<file path="src/rtl/sb_pkg.sv">
// Shared sideband definitions: framing symbols, CRC-16 constants and state types
// used by the sideband transmitter and the matching receiver.
package sb_pkg;

    localparam logic [7:0]  SB_DLE      = 8'hFE;
    localparam logic [7:0]  SB_ETX      = 8'h40;
    localparam logic [15:0] SB_CRC_POLY = 16'h8005;
    localparam logic [15:0] SB_CRC_INIT = 16'hFFFF;

    typedef enum logic [1:0] {
        IDLE,
        START,
        DATA,
        STOP
    } sb_bit_state_t;

    typedef enum logic [2:0] {
        SOF_DLE,
        SOF_STX,
        PAYLOAD,
        CRC_LO,
        CRC_HI,
        EOF_DLE,
        EOF_ETX
    } sb_byte_phase_t;

    // One serial CRC step; the incoming bit is compared against the CRC MSB.
    function automatic logic [15:0] crc16_bit(input logic [15:0] crc, input logic b);
        logic fb;
        fb = crc[15] ^ b;
        crc16_bit = {crc[14:0], 1'b0} ^ (fb ? SB_CRC_POLY : 16'h0000);
    endfunction

endpackage

</file>
<file path="src/rtl/sb_crc16.sv">
// Combinational CRC-16 update over one byte, data bits consumed LSB first.
// Shared between the sideband transmitter and receiver.
module sb_crc16
    import sb_pkg::*;
(
    input  logic [15:0] crc_in,
    input  logic [7:0]  byte_in,
    output logic [15:0] crc_out
);

    always_comb begin
        logic [15:0] c;
        c = crc_in;
        for (int i = 0; i < 8; i++) begin
            c = crc16_bit(c, byte_in[i]);
        end
        crc_out = c;
    end

endmodule

</file>
<file path="src/rtl/sb_transaction_tx.sv">
// Sideband transaction transmitter: frames DLE/STX/payload/CRC/DLE/ETX with DLE
// stuffing and shifts each byte out as start bit, 8 data bits LSB first, stop bit.
module sb_transaction_tx
    import sb_pkg::*;
#(
    parameter int MAX_PAYLOAD = 8,
    parameter int LEN_W       = $clog2(MAX_PAYLOAD + 1)
) (
    input  logic                     sb_clk,
    input  logic                     rst,
    input  logic                     sb_enable,
    input  logic                     tx_req,
    input  logic [7:0]               tx_stx,
    input  logic [LEN_W-1:0]         tx_len,
    input  logic [8*MAX_PAYLOAD-1:0] tx_payload,
    output logic                     tx_ack,
    output logic                     tx_busy,
    output logic                     tx_done,
    output logic                     tx_abort,
    output logic                     sbtx
);

    sb_bit_state_t  state, state_d;
    sb_byte_phase_t phase, phase_d;

    logic [2:0]       bit_cnt, cnt_d;
    logic             stuff_q, stuff_d;
    logic [LEN_W-1:0] idx, idx_d, len_q, len_clamped, next_k;
    logic [7:0]       stx_q;
    logic [7:0]       pay_q [MAX_PAYLOAD];
    logic [15:0]      crc_q, crc_in, crc_out;
    logic [7:0]       crc_byte, cur_byte, cur_pay, next_pay;
    logic             accept, crc_step, done_d, abort_d, sbtx_d, stuffable;

    assign len_clamped = (tx_len > LEN_W'(MAX_PAYLOAD)) ? LEN_W'(MAX_PAYLOAD) : tx_len;

    // Index of the payload byte folded into the CRC while the current byte is on the line.
    assign next_k = (phase == SOF_STX) ? '0 : idx + LEN_W'(1);

    always_comb begin
        cur_pay  = '0;
        next_pay = '0;
        for (int i = 0; i < MAX_PAYLOAD; i++) begin
            if (idx == LEN_W'(i))    cur_pay  = pay_q[i];
            if (next_k == LEN_W'(i)) next_pay = pay_q[i];
        end
    end

    always_comb begin
        case (phase)
            SOF_DLE: cur_byte = SB_DLE;
            SOF_STX: cur_byte = stx_q;
            PAYLOAD: cur_byte = cur_pay;
            CRC_LO:  cur_byte = crc_q[7:0];
            CRC_HI:  cur_byte = crc_q[15:8];
            EOF_DLE: cur_byte = SB_DLE;
            EOF_ETX: cur_byte = SB_ETX;
            default: cur_byte = SB_DLE;
        endcase
    end

    assign stuffable = (phase == PAYLOAD) || (phase == CRC_LO) || (phase == CRC_HI);

    assign crc_in   = accept ? SB_CRC_INIT : crc_q;
    assign crc_byte = accept ? tx_stx : next_pay;

    sb_crc16 u_crc (
        .crc_in  (crc_in),
        .byte_in (crc_byte),
        .crc_out (crc_out)
    );

    always_comb begin
        state_d  = state;
        phase_d  = phase;
        cnt_d    = bit_cnt;
        stuff_d  = stuff_q;
        idx_d    = idx;
        accept   = 1'b0;
        crc_step = 1'b0;
        done_d   = 1'b0;
        abort_d  = 1'b0;

        if (state != IDLE && !sb_enable) begin
            state_d = IDLE;
            abort_d = 1'b1;
        end else begin
            case (state)
                IDLE: begin
                    if (sb_enable && tx_req) begin
                        accept  = 1'b1;
                        state_d = START;
                        phase_d = SOF_DLE;
                        stuff_d = 1'b0;
                        idx_d   = '0;
                        cnt_d   = '0;
                    end
                end
                START: begin
                    state_d  = DATA;
                    cnt_d    = '0;
                    crc_step = !stuff_q && (phase == SOF_STX || phase == PAYLOAD)
                               && (next_k < len_q);
                end
                DATA: begin
                    if (bit_cnt == 3'd7) state_d = STOP;
                    else                 cnt_d   = bit_cnt + 3'd1;
                end
                STOP: begin
                    state_d = START;
                    if (stuffable && cur_byte == SB_DLE && !stuff_q) begin
                        stuff_d = 1'b1;
                    end else begin
                        stuff_d = 1'b0;
                        case (phase)
                            SOF_DLE: phase_d = SOF_STX;
                            SOF_STX: begin
                                if (len_q == '0) begin
                                    phase_d = CRC_LO;
                                end else begin
                                    phase_d = PAYLOAD;
                                    idx_d   = '0;
                                end
                            end
                            PAYLOAD: begin
                                if (idx == len_q - LEN_W'(1)) phase_d = CRC_LO;
                                else                          idx_d   = idx + LEN_W'(1);
                            end
                            CRC_LO:  phase_d = CRC_HI;
                            CRC_HI:  phase_d = EOF_DLE;
                            EOF_DLE: phase_d = EOF_ETX;
                            default: begin
                                state_d = IDLE;
                                done_d  = 1'b1;
                            end
                        endcase
                    end
                end
                default: state_d = IDLE;
            endcase
        end

        case (state_d)
            IDLE:    sbtx_d = sb_enable;
            START:   sbtx_d = 1'b0;
            DATA:    sbtx_d = cur_byte[cnt_d];
            default: sbtx_d = 1'b1;
        endcase
    end

    always_ff @(posedge sb_clk or posedge rst) begin
        if (rst) begin
            state    <= IDLE;
            phase    <= SOF_DLE;
            bit_cnt  <= '0;
            stuff_q  <= 1'b0;
            idx      <= '0;
            len_q    <= '0;
            stx_q    <= '0;
            crc_q    <= SB_CRC_INIT;
            tx_ack   <= 1'b0;
            tx_busy  <= 1'b0;
            tx_done  <= 1'b0;
            tx_abort <= 1'b0;
            sbtx     <= 1'b0;
            for (int i = 0; i < MAX_PAYLOAD; i++) pay_q[i] <= '0;
        end else begin
            state    <= state_d;
            phase    <= phase_d;
            bit_cnt  <= cnt_d;
            stuff_q  <= stuff_d;
            idx      <= idx_d;
            tx_ack   <= accept;
            tx_busy  <= (state_d != IDLE);
            tx_done  <= done_d;
            tx_abort <= abort_d;
            sbtx     <= sbtx_d;
            if (accept) begin
                stx_q <= tx_stx;
                len_q <= len_clamped;
                for (int i = 0; i < MAX_PAYLOAD; i++) pay_q[i] <= tx_payload[8*i +: 8];
            end
            if (accept || crc_step) crc_q <= crc_out;
        end
    end

endmodule

</file>
<file path="config.mk">
export PLATFORM = sky130hd
export DESIGN_NAME = sb_transaction_tx
export DESIGN_NICKNAME = d
export VERILOG_FILES = /design/src/rtl/sb_pkg.sv /design/src/rtl/sb_crc16.sv /design/src/rtl/sb_transaction_tx.sv
export SDC_FILE = /design/constraint.sdc
export NUM_CORES = 1
export LEC_CHECK = 0
export ABC_AREA = 1
export CAP_MARGIN = 10
export CORE_AREA = 4 4 123 125
export CTS_BUF_LIST = sky130_fd_sc_hd__clkbuf_16
export DETAILED_ROUTE_END_ITERATION = 8
export DIE_AREA = 0 0 127 129
export PLACE_DENSITY_LB_ADDON = 0.3
export SETUP_SLACK_MARGIN = 0.02
export SLEW_MARGIN = 0
export SYNTH_ARGS = -nofsm -noshare
export SYNTH_HDL_FRONTEND = slang
export SYNTH_SLANG_ARGS = --single-unit
export TNS_END_PERCENT = 20
</file>
<file path="constraint.sdc">
create_clock -name sb_clk -period 3.54 [get_ports sb_clk]
set_clock_uncertainty 0.15 [all_clocks]
set_input_delay 0.708 -clock sb_clk [delete_from_list [all_inputs] [get_ports sb_clk]]
set_output_delay 0.708 -clock sb_clk [all_outputs]
set_load 0.03 [all_outputs]
</file>
==> results.cfg, run 1 <==
[status]
status = complete, no violations

[global_route]
grt_remaining_overflow = 0
grt_pass1_vias = 6426
antenna_found_initial = 0
grt_max_degree = 111
grt_pass1_wl_mm = 32.0
track_usage = 0.243

[cts]
cts_tree = done
cts_hold_buffers = 0
clock_latency_ps = 370
cts_inserted_buffers = 9
cts.sinks = 110
cts_max_path_buffers = 2
path_clk_slew_ps = 80
cts.htree.levels = 3
cts-root-buf = clkbuf_16

[cells_and_area]
most-common-layout-cells = nand2_1, inv_1, dfrtp_1, clkdlybuf4s50_1, o21ai_0
nets = 1183
multi_input_area_mm2 = 0.00367
diodes = 0
final_common_cell = nand2_1
fillers = 1299
seq_area_mm2 = 0.00277
utilization = 0.609
syn2layout_area_growth_pct = 20.8
final-instance-count-excl-fill = 1272
drive_gt1_frac = 0.103

[yosys]
syn_nets = 1096
syn_area_mm2 = 0.00700
ys_seq_elements = 110
async_flop_share = 1.00
synthTopCellsByArea = dfrtp_1, nand2_1, dfstp_2, inv_1, o21ai_0
syn_area_per_cell_um2 = 7.00
synth_top_area_cell = dfrtp_1
ys_types = 46
ys_seq_area_frac = 0.396
yosysWarnings = 0
yosys.area.top_type_share = 0.336
synth-edff-count = 0
synthCells = 1000
synth_flop_cell = dfrtp_1

[setup_path]
critPathKind = flop to flop
cp-end-kind = flop
crit_top_cell = nand2_1
start_kind = flop
slowest_stage = dfrtp_1
cp.arrival_ps = 3420
cp_slowest_stage_delay_ps = 420
crit_required_ps = 3710
path_max_fanout = 8
cp_num_buf_inv = 3
critPathTopFamily = simple AND/OR/NAND/NOR gates

[place]
gp_congestion = 0.966
dpl.cell_count = 1255
dpl.hpwl_mm = 14.2
io_buffers = 84

[routing]
drtIter0Drc = 630
vias = 6879
wl_per_cell_um = 15.1
dr.pass1.iters = 5
wl_mm = 19.2
drc_errors = 0
postRouteAntennaNets = 0
vias_per_cell = 5.41

[sta]
fmax_ghz = 0.307
setup_viol = 0
rsz0062_at_grt = true
totalNegativeSetupSlack_ps = 0
tightest_slew_ps = 611
finalMaxSlewViolations = 0
layout_min_cycle_time_ps = 3250
timing.slew.headroom = 0.593
period_share = 0.919
finalHoldViolations = 0

[floorplan]
dieHeight_um = 129
floorplan.core_area_mm2 = 0.0139
num_rows = 43
chipWidth_um = 127
dieArea_mm2 = 0.0164
start_util = 0.504
io_pins = 85

[power_and_ir_drop]
powerDensity_mw_per_mm2 = 722
peakVddDrop_mv = 0.447
leakagePower_nw = 4.18

[worst_hold_path]
hold_class = flop to flop

[job]
max-cap-violations = 0
cells by family (layout without fill, tap and decap cells):
logic type	after synthesis	in the layout	synth area share
and+or+nand+nor	579	579	0.362
AOI/OAI and AO/OA	144	144	0.123
xor gates and xnor gates	6	6	0.00751
buffers and inverters	145	237	0.0819
adders and majority gates	16	16	0.0286
DFF	110	110	0.396
final timing paths:
path,start,endpoint,slack (ps),depth (start not counted)
worst max-delay path,idx[0],crc_q[15],290,27
worst min-delay path,stx_q[7],stx_q[7],340,2
worst max register to register,idx[0],crc_q[15],290,27
worst min register to register,stx_q[7],stx_q[7],340,2
max in group asynchronous,rst,bit_cnt[1],2070,3
min in group asynchronous,rst,tx_ack,690,3
synth_stat cells, drive strengths merged, types with 14 or more instances:
master / n
nand2: 409
inv: 108
dfrtp: 94
o21ai: 83
nand3: 69
nor2: 47
nand4: 40
clkbuf: 24
dfstp: 16
ha: 16
a21oi: 14
sequential cells by signal, indices dropped and copies added (netlist names), 2 cells and up:
name,count
pay_q,64
crc_q,16
stx_q,8
idx,4
len_q,4
bit_cnt,3
phase,3
state,2
where the power goes:
group	internal (mW)	leakage, nW	switching, mW	total (mW)
clock network	0.494	0.144	0.517	1.01
registers	1.87	1.34	0.469	2.33
logic	1.02	2.70	1.73	2.75
tightest hold or removal path: stages, from the launching register on:
cell and delay, ps:
dfrtp_1 360, nand2_1 60, nand2_1 50
routing by layer:
metal,share of wire,up-vias,track usage
met2,0.43,267,0.368
met4,0.024,0,0.0858
met1,0.47,3159,0.349
met5,0,-,0
met3,0.070,33,0.0469
li1,-,3420,-
final cells by class:
cell class,count,share of cell area
Sequential cell,110,0.328
Multi-Input combinational cell,745,0.435
Clock inverter,7,0.00770
Tap cell,180,0.0267
Inverter,109,0.0489
Timing Repair Buffer,112,0.127
Clock buffer,9,0.0267
repair_timing:
action,in CTS,in global routing
setup endpoints to repair,0,10
gates resized for setup,0,5
buffers inserted,0,1
through the flow:
step           setup WS [ps]  hold WS (ps)  power [mW]  area, um^2
3_3_place_gp             327           321        4.98        8140
6_report                 286           339        6.10        8450
5_1_grt                -31.5           375        6.62        8450
2_1_floorplan            589           292        4.19        7000
3_5_place_dp             259           324        5.05        8140
4_1_cts                  248           344        6.09        8430
Note: power is estimated with default switching activity, not from simulation.
==> run 2: changes to the inputs <==
CORE_AREA = 4 4 118 120   (was 4 4 123 125)
DIE_AREA = 0 0 122 124   (was 0 0 127 129)
clock period = 4.05 ns   (was 3.54 ns; I/O delays follow)
==> run 2 against run 1 <==
Against the previous run:
- utilization is 3.0 points higher
- count of clock-buffer cells in the layout unchanged
- first-iteration DRC count is 7.3% higher
- non-clock buffer count is 18 lower
- highest routed layer unchanged
==> results.cfg, run 2 (synthesis gave the netlist of run 1 again) <==
[cells_and_area]
reg.largest.list = pay_q (64), crc_q (16), stx_q (8)
final_common_cell = nand2_1
syn2layout_area_growth_pct = 18.5
largest_register_ffs = 64
nets = 1165
drive_gt1_frac = 0.0829
most-common-layout-cells = nand2_1, inv_1, dfrtp_1, clkdlybuf4s50_1, o21ai_0
diodes = 0
utilization = 0.639
top_register = pay_q

[sta]
rsz0062_at_grt = false
layout_min_cycle_time_ps = 3770
timing.slew.headroom = 0.391
tightest_slew_ps = 913
timing.hold.ws_ps = 341
period_share = 0.930
setup_viol = 0
fmax_ghz = 0.265
totalNegativeSetupSlack_ps = 0
finalMaxSlewViolations = 0
finalHoldViolations = 0

[cts]
cts.htree.levels = 3
cts_tree = done
cts_inserted_buffers = 9
path_clk_slew_ps = 80
cts.sinks = 110
clock_latency_ps = 370
cts_hold_buffers = 0
cts-root-buf = clkbuf_16
cts_max_path_buffers = 2

[global_route]
track_usage = 0.258
antenna_found_initial = 0
grt_remaining_overflow = 0
grt_pass1_vias = 6336
grt_pass1_wl_mm = 30.8
grt_max_degree = 98

[place]
gp_congestion = 1.01
dpl.hpwl_mm = 14.0
io_buffers = 84

[worst_hold_path]
hold_class = flop to flop
hold_depth = 2
whs_endpoint = crc_q[1]
hold_start = crc_q[1]

[setup_path]
path_max_fanout = 10
r2r_cells = 18
reg2reg_from = idx[0]
crit_top_cell = nand2_1
cp.arrival_ps = 3910
critPathKind = flop to flop
start_kind = flop
worstReg2RegEnd = idx[2]
crit_chain = inv_1, ha_1, buf_4, nand2_1, o311ai_0, o21ai_0, nand2_1, o21ai_0, nand3_1, o21ai_0, o21bai_1, o211ai_1, nand2_1, nand4_1, or2_1, nand3_2, nand2_1, nand2_1
rrSetupSlack_ps = 280
cp-end-kind = flop
slowest_stage = dfrtp_1
crit_required_ps = 4190
cp_slowest_stage_delay_ps = 480

[routing]
drc_errors = 0
wl_mm = 18.6
vias_per_cell = 5.52
dr.pass1.iters = 6
wl_per_cell_um = 14.9
vias = 6899
drtIter0Drc = 676
postRouteAntennaNets = 0

[floorplan]
io_pins = 85
start_util = 0.539
num_rows = 42
dieArea_mm2 = 0.0151
dieHeight_um = 124
floorplan.core_area_mm2 = 0.0130
chipWidth_um = 122

[power_and_ir_drop]
peakVddDrop_mv = 0.319
leakagePower_nw = 4.11
powerDensity_mw_per_mm2 = 642

[job]
max-cap-violations = 0

[status]
status = complete, no violations
## run 2: cell count changes in the layout (fill, tap and decap cells not counted), moves of 2 or more
| cell | change |
|---|---|
| clkinv_4 | +2 |
| buf_4 | -17 |
| o311ai_0 | -2 |
| inv_6 | -3 |
| o311ai_1 | +2 |
## run 2: area by class of cell
| cell class | instances | area (um^2) |
|---|---|---|
| multi-input cells | 745 | 3660 |
| clock buffers | 9 | 225 |
| well taps | 176 | 220 |
| repair buffers | 94 | 928 |
| clock inverters | 7 | 76.3 |
| inverters | 109 | 412 |
| fillers | 1200 | 4690 |
| flip-flops and latches | 110 | 2770 |
## run 2: per-layer routing
layer / GRT usage / part of all wire / vias to the layer above / wire length, um
met5: 0 / 0 / - / 0
met4: 0.0812 / 0.023 / 0 / 426
met3: 0.0640 / 0.082 / 42 / 1520
met2: 0.397 / 0.44 / 299 / 8190
met1: 0.360 / 0.45 / 3172 / 8430
li1: - / - / 3386 / -
## run 2: how the worst max path moves through the flow
stage	startpoint	endpoint	slack [ps]	cells after the start
2_1_floorplan	rst	bit_cnt[0]	210	1
3_3_place_gp	idx[0]	idx[2]	460	18
3_5_place_dp	idx[0]	idx[3]	340	18
4_1_cts	idx[0]	idx[3]	290	18
5_1_grt	idx[0]	idx[3]	40	18
6_report	idx[0]	idx[2]	280	18
## run 2: critical path, delay by kind of cell, from the launching register on
family	cells	cell delay (ps)
compound gates	6	1170
fa+ha+maj	1	220
buf+inv	2	470
flops	1	480
simple gates	9	1200
## run 2: report_power, final
group	total [mW]	switching (mW)	internal, mW
Clock	0.901	0.418	0.483
Combinational	2.38	1.49	0.894
Sequential	2.04	0.410	1.63
## run 2: through the flow
step           instances  power [mW]  setup WS, ps  instance area [um^2]
2_1_floorplan       1000        3.66           214                  7000
3_3_place_gp        1234        4.32           463                  7990
3_5_place_dp        1234        4.39           341                  7990
4_1_cts             1250        5.32           294                  8290
5_1_grt             1250        5.78          41.6                  8290
6_report            1250        5.33           283                  8290
## run 2: timing repair
| action | in CTS | in global routing |
|---|---|---|
| setup buffers | 0 | 0 |
| setup endpoints to repair | 0 | 8 |
| resized for setup | 0 | 2 |
| endpoints found under the hold margin | 0 | 0 |
==> run 3: changes to the inputs <==
clock period = 3.5 ns   (was 4.05 ns; I/O delays follow)
==> run 3 against run 2 <==
Against the previous run:
- cell count rose by 2.1%
- sequential cell count did not move
- critical endpoint is now crc_q[15]
- register-to-register slack barely moved
- non-clock buffer count rose by 26
- utilization rose by 1.8 points
- combinational power rose by 18%
- global-route usage rose by 0.77 points
- clock power rose by 12%
- setup slack got worse by 14 ps
- via count rose by 0.70%
==> results.cfg, run 3 (synthesis gave the netlist of run 1 again) <==
[global_route]
track_usage = 0.266
grt_max_degree = 111
grt_remaining_overflow = 0
grt_pass1_vias = 6456
grt_pass1_wl_mm = 31.5
antenna_found_initial = 0

[cts]
cts.sinks = 110
clock_latency_ps = 370
cts-root-buf = clkbuf_16
cts_tree = done
path_clk_slew_ps = 80
cts_inserted_buffers = 9
cts_max_path_buffers = 2
cts.htree.levels = 3

[power_and_ir_drop]
p_seq_frac = 0.381
powerDensity_mw_per_mm2 = 724
finalPower_mw = 6.17
p_clk_frac = 0.164
leakagePower_nw = 4.23
switchingPower_mw = 2.74
swShare = 0.444
peakVddDrop_mv = 0.448
p_int_mw = 3.43
power_frac_comb = 0.455

[job]
max-cap-violations = 0

[setup_path]
cp_slowest_stage_delay_ps = 400
cp_num_buf_inv = 2
critPathLaunch = idx[0]
cp-end-kind = flop
critPathKind = flop to flop
crit_chain = inv_1, ha_2, nand2_4, nor2_4, nand3_4, or2_0, nand2_1, nand4_2, nand2_2, nand3_1, nand2_1, nand2_1, nand2_1, nand2_1, nand2_2, inv_1, nand2_2, nand2_1, nand2_2, nand3_1, nand3_1, nand3_1, nand2_1
reg2reg_from = idx[0]
path_max_fanout = 12
critPathTopFamily = simple AND/OR/NAND/NOR gates
slowest_stage = dfrtp_1
crit_required_ps = 3660
crit_top_cell = nand2_1
cp.arrival_ps = 3390
start_kind = flop

[routing]
wl_met1_mm = 9.04
wl_mm = 19.4
topRoutingLayerUsed = met4
vias = 6947
dr.pass1.iters = 5
drtIter0Drc = 557
route.met2.wl_mm = 8.69
wl_met3_mm = 1.38
drc_errors = 0
vias_per_cell = 5.44
postRouteAntennaNets = 0
wl_per_cell_um = 15.2

[floorplan]
start_util = 0.539
num_rows = 42
io_pins = 85
chipWidth_um = 122
dieArea_mm2 = 0.0151
dieHeight_um = 124
floorplan.core_area_mm2 = 0.0130

[sta]
period_share = 0.923
finalHoldViolations = 0
layout_min_cycle_time_ps = 3230
totalNegativeSetupSlack_ps = 0
finalMaxSlewViolations = 0
timing.slew.headroom = 0.618
fmax_ghz = 0.309
rsz0062_at_grt = false
tightest_slew_ps = 573
setup_viol = 0
fin_ws_ps = 268

[place]
pre_cts_slack_ps = 210
io_buffers = 84
gp_congestion = 0.973
dpl.cell_count = 1257
dpl.hpwl_mm = 14.4

[cells_and_area]
final-instance-count-excl-fill = 1276
most-common-layout-cells = nand2_1, inv_1, dfrtp_1, clkdlybuf4s50_1, o21ai_0
largest_register_ffs = 64
final_common_cell = nand2_1
diodes = 0
top_register = pay_q
drive_gt1_frac = 0.115
reg.largest.list = pay_q (64), crc_q (16), stx_q (8)
utilization = 0.657
syn2layout_area_growth_pct = 21.9
nets = 1191

[status]
status = complete, no violations

[worst_hold_path]
hold_class = flop to flop
hold_start = crc_q[8]
==> run 3: worst paths after layout <==
kind / slack (ps) / end / cells past startpoint
worst max register to register: 270 / crc_q[15] / 23
min in group asynchronous: 710 / pay_q[52] / 3
max in group asynchronous: 2080 / crc_q[8] / 3
worst max-delay path: 270 / crc_q[15] / 23
worst min-delay path: 350 / crc_q[8] / 2
worst min register to register: 350 / crc_q[8] / 2
==> run 3: routing by layer <==
layer | vias to the layer above | global-route usage
li1 | 3442 | -
met1 | 3234 | 0.377
met2 | 250 | 0.414
met3 | 21 | 0.0527
met4 | 0 | 0.0805
met5 | - | 0
==> run 3: final cells by class <==
type	instances	area, um^2
timing repair buffer	120	1140
clock buffer	9	225
clock inverter	7	58.8
tap	176	220
inverter	109	413
fill	1202	4450
multi-input combinational	745	3700
sequential	110	2770
==> run 3: power by group through the flow <==
stage                     logic [mW]  registers, mW  clock network (mW)
final                           2.81           2.35                1.01
after detailed placement        2.75           2.34                   0
after global placement          2.67           2.34                   0
after floorplan                 2.03           2.21                   0
after global routing            3.19           2.41                1.07
after CTS                       2.77           2.33                1.02
==> run 3: worst min-delay path: cells and delay by family, from the launching register on <==
kind               cells  cell delay [ps]
AOI/OAI and AO/OA      1               70
DFF                    1              380
and+or+nand+nor        1               50
==> run 3: what timing repair did <==
item,4_1_cts,5_1_grt
endpoints found under the setup margin,0,11
resized for setup,0,14
hold buffers,0,0
setup buffers,0,3
==> run 3: stage by stage <==
stage	instance area (um^2)	hold slack, ps
after floorplan	7000	292
after global placement	8180	323
after detailed placement	8180	327
after CTS	8460	342
after global routing	8530	361
final	8530	346
==> RTL change 1 (settings of run 1) <==
Encoding of `sb_bit_state_t`: now one-hot (4 bits for 4 states).
--- a/src/rtl/sb_pkg.sv
+++ b/src/rtl/sb_pkg.sv
@@ -8,9 +8,9 @@
     localparam logic [15:0] SB_CRC_INIT = 16'hFFFF;
 
-    typedef enum logic [1:0] {
-        IDLE,
-        START,
-        DATA,
-        STOP
+    typedef enum logic [3:0] {
+        IDLE  = 4'b0001,
+        START = 4'b0010,
+        DATA  = 4'b0100,
+        STOP  = 4'b1000
     } sb_bit_state_t;
 
Behaviour: no difference found for any inputs over 10 cycles, from zero or initial values and one cycle with rst high; not proved beyond that.
==> RTL change 1 against run 1 <==
Global-route usage is 0.17 points higher. Via count hardly changed. Routed wire length is 2.8% higher. First-iteration DRC count is 6.3% higher. Cell area is 0.12% higher. Sequential cell count is 2 higher. Utilization is 0.072 points higher. Final cell count is 1.1% higher. Worst setup slack better by 43 ps. Synthesized area hardly changed. Hold slack better by 1.3 ps. Highest routed layer unchanged.
Power is not compared: it rests on default switching activity, and its combinational part moved more than twofold at a synthesized area within 25%.
==> RTL change 1: results (changes against run 1) <==
\begin{tabular}{lr}
\hline
Metric & Value \\
\hline
\multicolumn{2}{l}{\textbf{Yosys}} \\
Number of distinct library cell variants in the gate-level netlist after synthesis & 47 (was 46) \\
Sequential-to-total area share from yosys stat & 40.4\% (was 39.6\%) \\
Share of the synthesized area in the top cell type & 34.0\% (was 33.6\%) \\
Number of standard cells after synthesis & 1012 (was 1000) \\
Most frequent cells after synthesis & 402 x sky130\_fd\_sc\_hd\_\_nand2\_1, 99 x sky130\_fd\_sc\_hd\_\_inv\_1, 95 x sky130\_fd\_sc\_hd\_\_dfrtp\_1 (was 391 x sky130\_fd\_sc\_hd\_\_nand2\_1, 101 x sky130\_fd\_sc\_hd\_\_inv\_1, 94 x sky130\_fd\_sc\_hd\_\_dfrtp\_1) \\
\multicolumn{2}{l}{\textbf{Cells and area}} \\
Final net count & 1194 (was 1183) \\
Sequential portion of the cell area & 33.4\% (was 32.8\%) \\
Share of layout cells above drive strength 1 & 8.86\% (was 10.3\%) \\
Clock distribution area overhead in the final layout & 3.68\% (was 3.44\%) \\
Final non-clock buffer share & 12.5\% (was 12.7\%) \\
Count of multi-input gates & 758 (was 745) \\
Area occupied by registers & 0.00283 sq mm (was 0.00277 sq mm) \\
\multicolumn{2}{l}{\textbf{Route}} \\
Detailed Route Iter0 Violations & 670 (was 630) \\
First-pass iteration count of the detailed router & 6 (was 5) \\
Wirelength, routed & 19700 microns (was 19200 microns) \\
Detailed-route via count & 6883 (was 6879) \\
Number of vias per cell after detailed routing & 5.35 (was 5.41) \\
\multicolumn{2}{l}{\textbf{GRT}} \\
Overall track demand over capacity in global routing & 24.5\% (was 24.3\%) \\
\multicolumn{2}{l}{\textbf{STA}} \\
Worst Tran Pin Value & 812 ps (was 611 ps) \\
\multicolumn{2}{l}{\textbf{Place}} \\
Placement Cell Area & 0.00812 sq mm (was 0.00814 sq mm) \\
Post-place setup slack & 290 ps (was 259 ps) \\
Half-perimeter wire length after detailed placement & 15000 microns (was 14200 microns) \\
Final RePlAce weighted congestion & 1.00 (was 0.966) \\
Placed insts & 1269 (was 1255) \\
\multicolumn{2}{l}{\textbf{Critical path}} \\
Cells on worst reg2reg path & 16 (was 27) \\
Data arrival, critical path & 3370 ps (was 3420 ps) \\
Largest fanout on the critical path & 11 (was 8) \\
\multicolumn{2}{l}{\textbf{Run status}} \\
Outcome & complete, no violations (unchanged) \\
\hline
\end{tabular}
-- RTL change 1: cell count changes after synthesis, moves of 5 or more --
cell	before	now
sky130_fd_sc_hd__nand2_2	17	5
sky130_fd_sc_hd__a21oi_1	14	30
sky130_fd_sc_hd__or2_1	1	6
sky130_fd_sc_hd__o211ai_1	12	4
sky130_fd_sc_hd__nand2_1	391	402
sky130_fd_sc_hd__nor2_1	41	61
sky130_fd_sc_hd__o21ai_1	8	2
sky130_fd_sc_hd__nor3_1	4	9
sky130_fd_sc_hd__nand3_2	8	3
sky130_fd_sc_hd__o21ai_0	74	65
-- RTL change 1: worst paths after layout --
kind	from	endpoint	slack (ps)
max	idx[0]$_DFFE_PP0P_	phase[0]$_DFFE_PP0P_	330
min	crc_q[8]$_DFFE_PP1P_	crc_q[8]$_DFFE_PP1P_	340
max reg2reg	idx[0]$_DFFE_PP0P_	phase[0]$_DFFE_PP0P_	330
min reg2reg	crc_q[8]$_DFFE_PP1P_	crc_q[8]$_DFFE_PP1P_	340
max in group asynchronous	rst	idx[0]$_DFFE_PP0P_	2070
min in group asynchronous	rst	pay_q[44]$_DFFE_PP0P_	730
-- RTL change 1: per-layer routing --
layer	vias up	track usage, %	wire length (microns)
met4	0	6.81	372
met1	3162	34.8	9060
li1	3430	-	-
met5	-	0	0
met3	36	5.60	1580
met2	255	37.8	8720
-- RTL change 1: power by group through the flow --
stage	Clock [mW]	Combinational [mW]	Sequential, mW
after CTS	1.12	1.28	1.89
after global routing	1.17	1.46	1.93
after global placement	0	1.24	1.90
final	1.10	1.28	1.90
after floorplan	0	0.897	1.82
after detailed placement	0	1.27	1.91
-- RTL change 1: kinds of logic after synthesis --
| logic type | after synthesis | share of synthesized area [%] |
|---|---|---|
| and+or+nand+nor | 603 | 37.1 |
| buffers and inverters | 142 | 8.07 |
| AOI/OAI and AO/OA | 133 | 11.0 |
| DFF | 112 | 40.4 |
| adders and majority gates | 13 | 2.33 |
| xor gates and xnor gates | 9 | 1.13 |
-- RTL change 1: worst max-delay path, stage by stage (launching register included) --
cell,delay (ps)
sky130_fd_sc_hd__dfrtp_2,460
sky130_fd_sc_hd__inv_2,110
sky130_fd_sc_hd__ha_1,190
sky130_fd_sc_hd__nand2_1,230
sky130_fd_sc_hd__buf_4,250
sky130_fd_sc_hd__nand2_1,60
sky130_fd_sc_hd__o221ai_1,170
sky130_fd_sc_hd__nand4_1,130
sky130_fd_sc_hd__o21ai_0,90
sky130_fd_sc_hd__a21oi_1,180
sky130_fd_sc_hd__nor2_1,70
sky130_fd_sc_hd__o21ai_0,320
sky130_fd_sc_hd__and3_1,230
sky130_fd_sc_hd__nand4_1,200
sky130_fd_sc_hd__nand3_1,190
sky130_fd_sc_hd__nand2_1,60
sky130_fd_sc_hd__nand2_1,60
==> RTL change 2 (config.mk and constraints of run 1) <==
Without the edit above. Set the parameter `MAX_PAYLOAD` to 4 (it was 8).
--- a/src/rtl/sb_transaction_tx.sv
+++ b/src/rtl/sb_transaction_tx.sv
@@ -4,5 +4,5 @@
     import sb_pkg::*;
 #(
-    parameter int MAX_PAYLOAD = 8,
+    parameter int MAX_PAYLOAD = 4,
     parameter int LEN_W       = $clog2(MAX_PAYLOAD + 1)
 ) (
Ports: changed (resized tx_len and tx_payload); port bits go from 85 to 52. The function was not compared with the original's and may differ.
==> RTL change 2 against run 1 <==
Global-route usage shrank 7.3 points. Clock power up 12%. Power fell by 20%. Cell area is 31% lower. Sequential share of layout area increased by 0.25 points. Sequential cell count decreased by 34. Highest routed layer unchanged. Routed wire length down 31%. Largest power group unchanged. Critical endpoint is now idx[0]$_DFFE_PP0P_. Critical path depth fell by 13. Worst setup slack gained 17 ps. First-iteration DRC count shrank 31%. Synthesized area down 33%. Combinational power is 23% lower.
==> RTL change 2: results (changes against run 1) <==
\begin{tabular}{lr}
\hline
Metric & Value \\
\hline
\multicolumn{2}{l}{\textbf{GRT}} \\
Via count of the first global-routing pass & 4349 (was 6426) \\
Overall track demand over capacity in global routing & 17.1\% (was 24.3\%) \\
Wire length of the first global-routing pass & 22100 microns (was 32000 microns) \\
\multicolumn{2}{l}{\textbf{Route}} \\
Mean routed wirelength per cell & 14.9 microns (was 15.1 microns) \\
Wirelength, routed & 13200 microns (was 19200 microns) \\
\multicolumn{2}{l}{\textbf{Yosys}} \\
Most frequent cells after synthesis & 218 x sky130\_fd\_sc\_hd\_\_nand2\_1, 75 x sky130\_fd\_sc\_hd\_\_inv\_1, 75 x sky130\_fd\_sc\_hd\_\_o21ai\_0 (was 391 x sky130\_fd\_sc\_hd\_\_nand2\_1, 101 x sky130\_fd\_sc\_hd\_\_inv\_1, 94 x sky130\_fd\_sc\_hd\_\_dfrtp\_1) \\
Sequential-to-total area share from yosys stat & 41.0\% (was 39.6\%) \\
Synth Area in Compound Gates & 15.8\% (was 12.3\%) \\
Post-Synth XOR/XNOR Area & 1.31\% (was 0.751\%) \\
Syn avg cell area & 7.23 sq um (was 7.00 sq um) \\
Adder and majority cell fraction of the synthesized area & 4.54\% (was 2.86\%) \\
Syn nets & 712 (was 1096) \\
\multicolumn{2}{l}{\textbf{Clocking}} \\
Clock transition at the registers of the reported paths & 60 ps (was 80 ps) \\
Insertion delay to the later sink of the worst-skew pair & 350 ps (was 370 ps) \\
\multicolumn{2}{l}{\textbf{Critical path}} \\
Worst reg2reg path endpoint & idx[0]\$\_DFFE\_PP0P\_ (was crc\_q[15]\$\_DFFE\_PP1P\_) \\
Data arrival, critical path & 3310 ps (was 3420 ps) \\
Cells on worst reg2reg path & 14 (was 27) \\
\multicolumn{2}{l}{\textbf{Place}} \\
Placement Cell Area & 0.00544 sq mm (was 0.00814 sq mm) \\
Final RePlAce weighted congestion & 0.873 (was 0.966) \\
Port-buffer cells & 51 (was 84) \\
Half-perimeter wire length after detailed placement & 9980 microns (was 14200 microns) \\
\multicolumn{2}{l}{\textbf{Min path}} \\
Hold Startpoint & stx\_q[2]\$\_DFFE\_PP0P\_ (was stx\_q[7]\$\_DFFE\_PP0P\_) \\
Capture endpoint of the worst hold path & stx\_q[2]\$\_DFFE\_PP0P\_ (was stx\_q[7]\$\_DFFE\_PP0P\_) \\
\multicolumn{2}{l}{\textbf{STA}} \\
Worst slew slack as a fraction of its limit & 62.7\% (was 59.3\%) \\
\multicolumn{2}{l}{\textbf{Cells and area}} \\
Final net count & 766 (was 1183) \\
Registers with the most flip-flops & pay\_q: 32 flops, crc\_q: 16 flops, stx\_q: 8 flops (was pay\_q: 64 flops, crc\_q: 16 flops, stx\_q: 8 flops) \\
Share of layout cells above drive strength 1 & 9.19\% (was 10.3\%) \\
\multicolumn{2}{l}{\textbf{Run status}} \\
Outcome & complete, no violations (unchanged) \\
\multicolumn{2}{l}{\textbf{Pwr}} \\
Net Sw Frac & 41.9\% (was 44.5\%) \\
\hline
\end{tabular}
==> RTL change 2: worst max path at each step <==
stage | depth (start not counted) | slack (ps) | from | endpoint
6_report | 14 | 300 | idx[0]$_DFFE_PP0P_ | idx[0]$_DFFE_PP0P_
5_1_grt | 16 | 7 | idx[1]$_DFFE_PP0P_ | idx[0]$_DFFE_PP0P_
4_1_cts | 16 | 330 | idx[0]$_DFFE_PP0P_ | crc_q[15]$_DFFE_PP1P_
3_5_place_dp | 20 | 250 | sb_enable | crc_q[15]$_DFFE_PP1P_
3_3_place_gp | 20 | 320 | sb_enable | crc_q[15]$_DFFE_PP1P_
2_1_floorplan | 1 | 770 | rst | bit_cnt[0]$_DFF_PP0_
==> RTL change 2: power groups by stage <==
stage / Combinational, mW / Sequential [mW] / Clock (mW)
final: 2.12 / 1.64 / 1.13
after global routing: 2.44 / 1.68 / 1.19
after CTS: 2.12 / 1.63 / 1.16
after detailed placement: 2.10 / 1.63 / 0
after global placement: 2.04 / 1.64 / 0
after floorplan: 1.55 / 1.54 / 0
==> RTL change 2: final cells by class <==
class                      instances  area (sq um)
multi-input combinational        473          2390
inverter                          81           310
sequential                        76          1920
timing repair buffer              61           598
clock inverter                     7           140
fill                            1464          8070
clock buffer                       9           225
tap                              180           225
==> RTL change 2: worst min-delay path: cells and delay by family, from the launching register on <==
kind             cells  cell delay (ps)
DFF                  1              350
and+or+nand+nor      2              110
==> RTL change 2: routing by layer <==
metal	global-route usage, %	vias up	part of all wire (%)
met3	3.86	21	5.8
met5	0	-	0
met2	25.7	163	44
met4	6.94	0	2.4
met1	23.7	2137	47
li1	-	2221	-
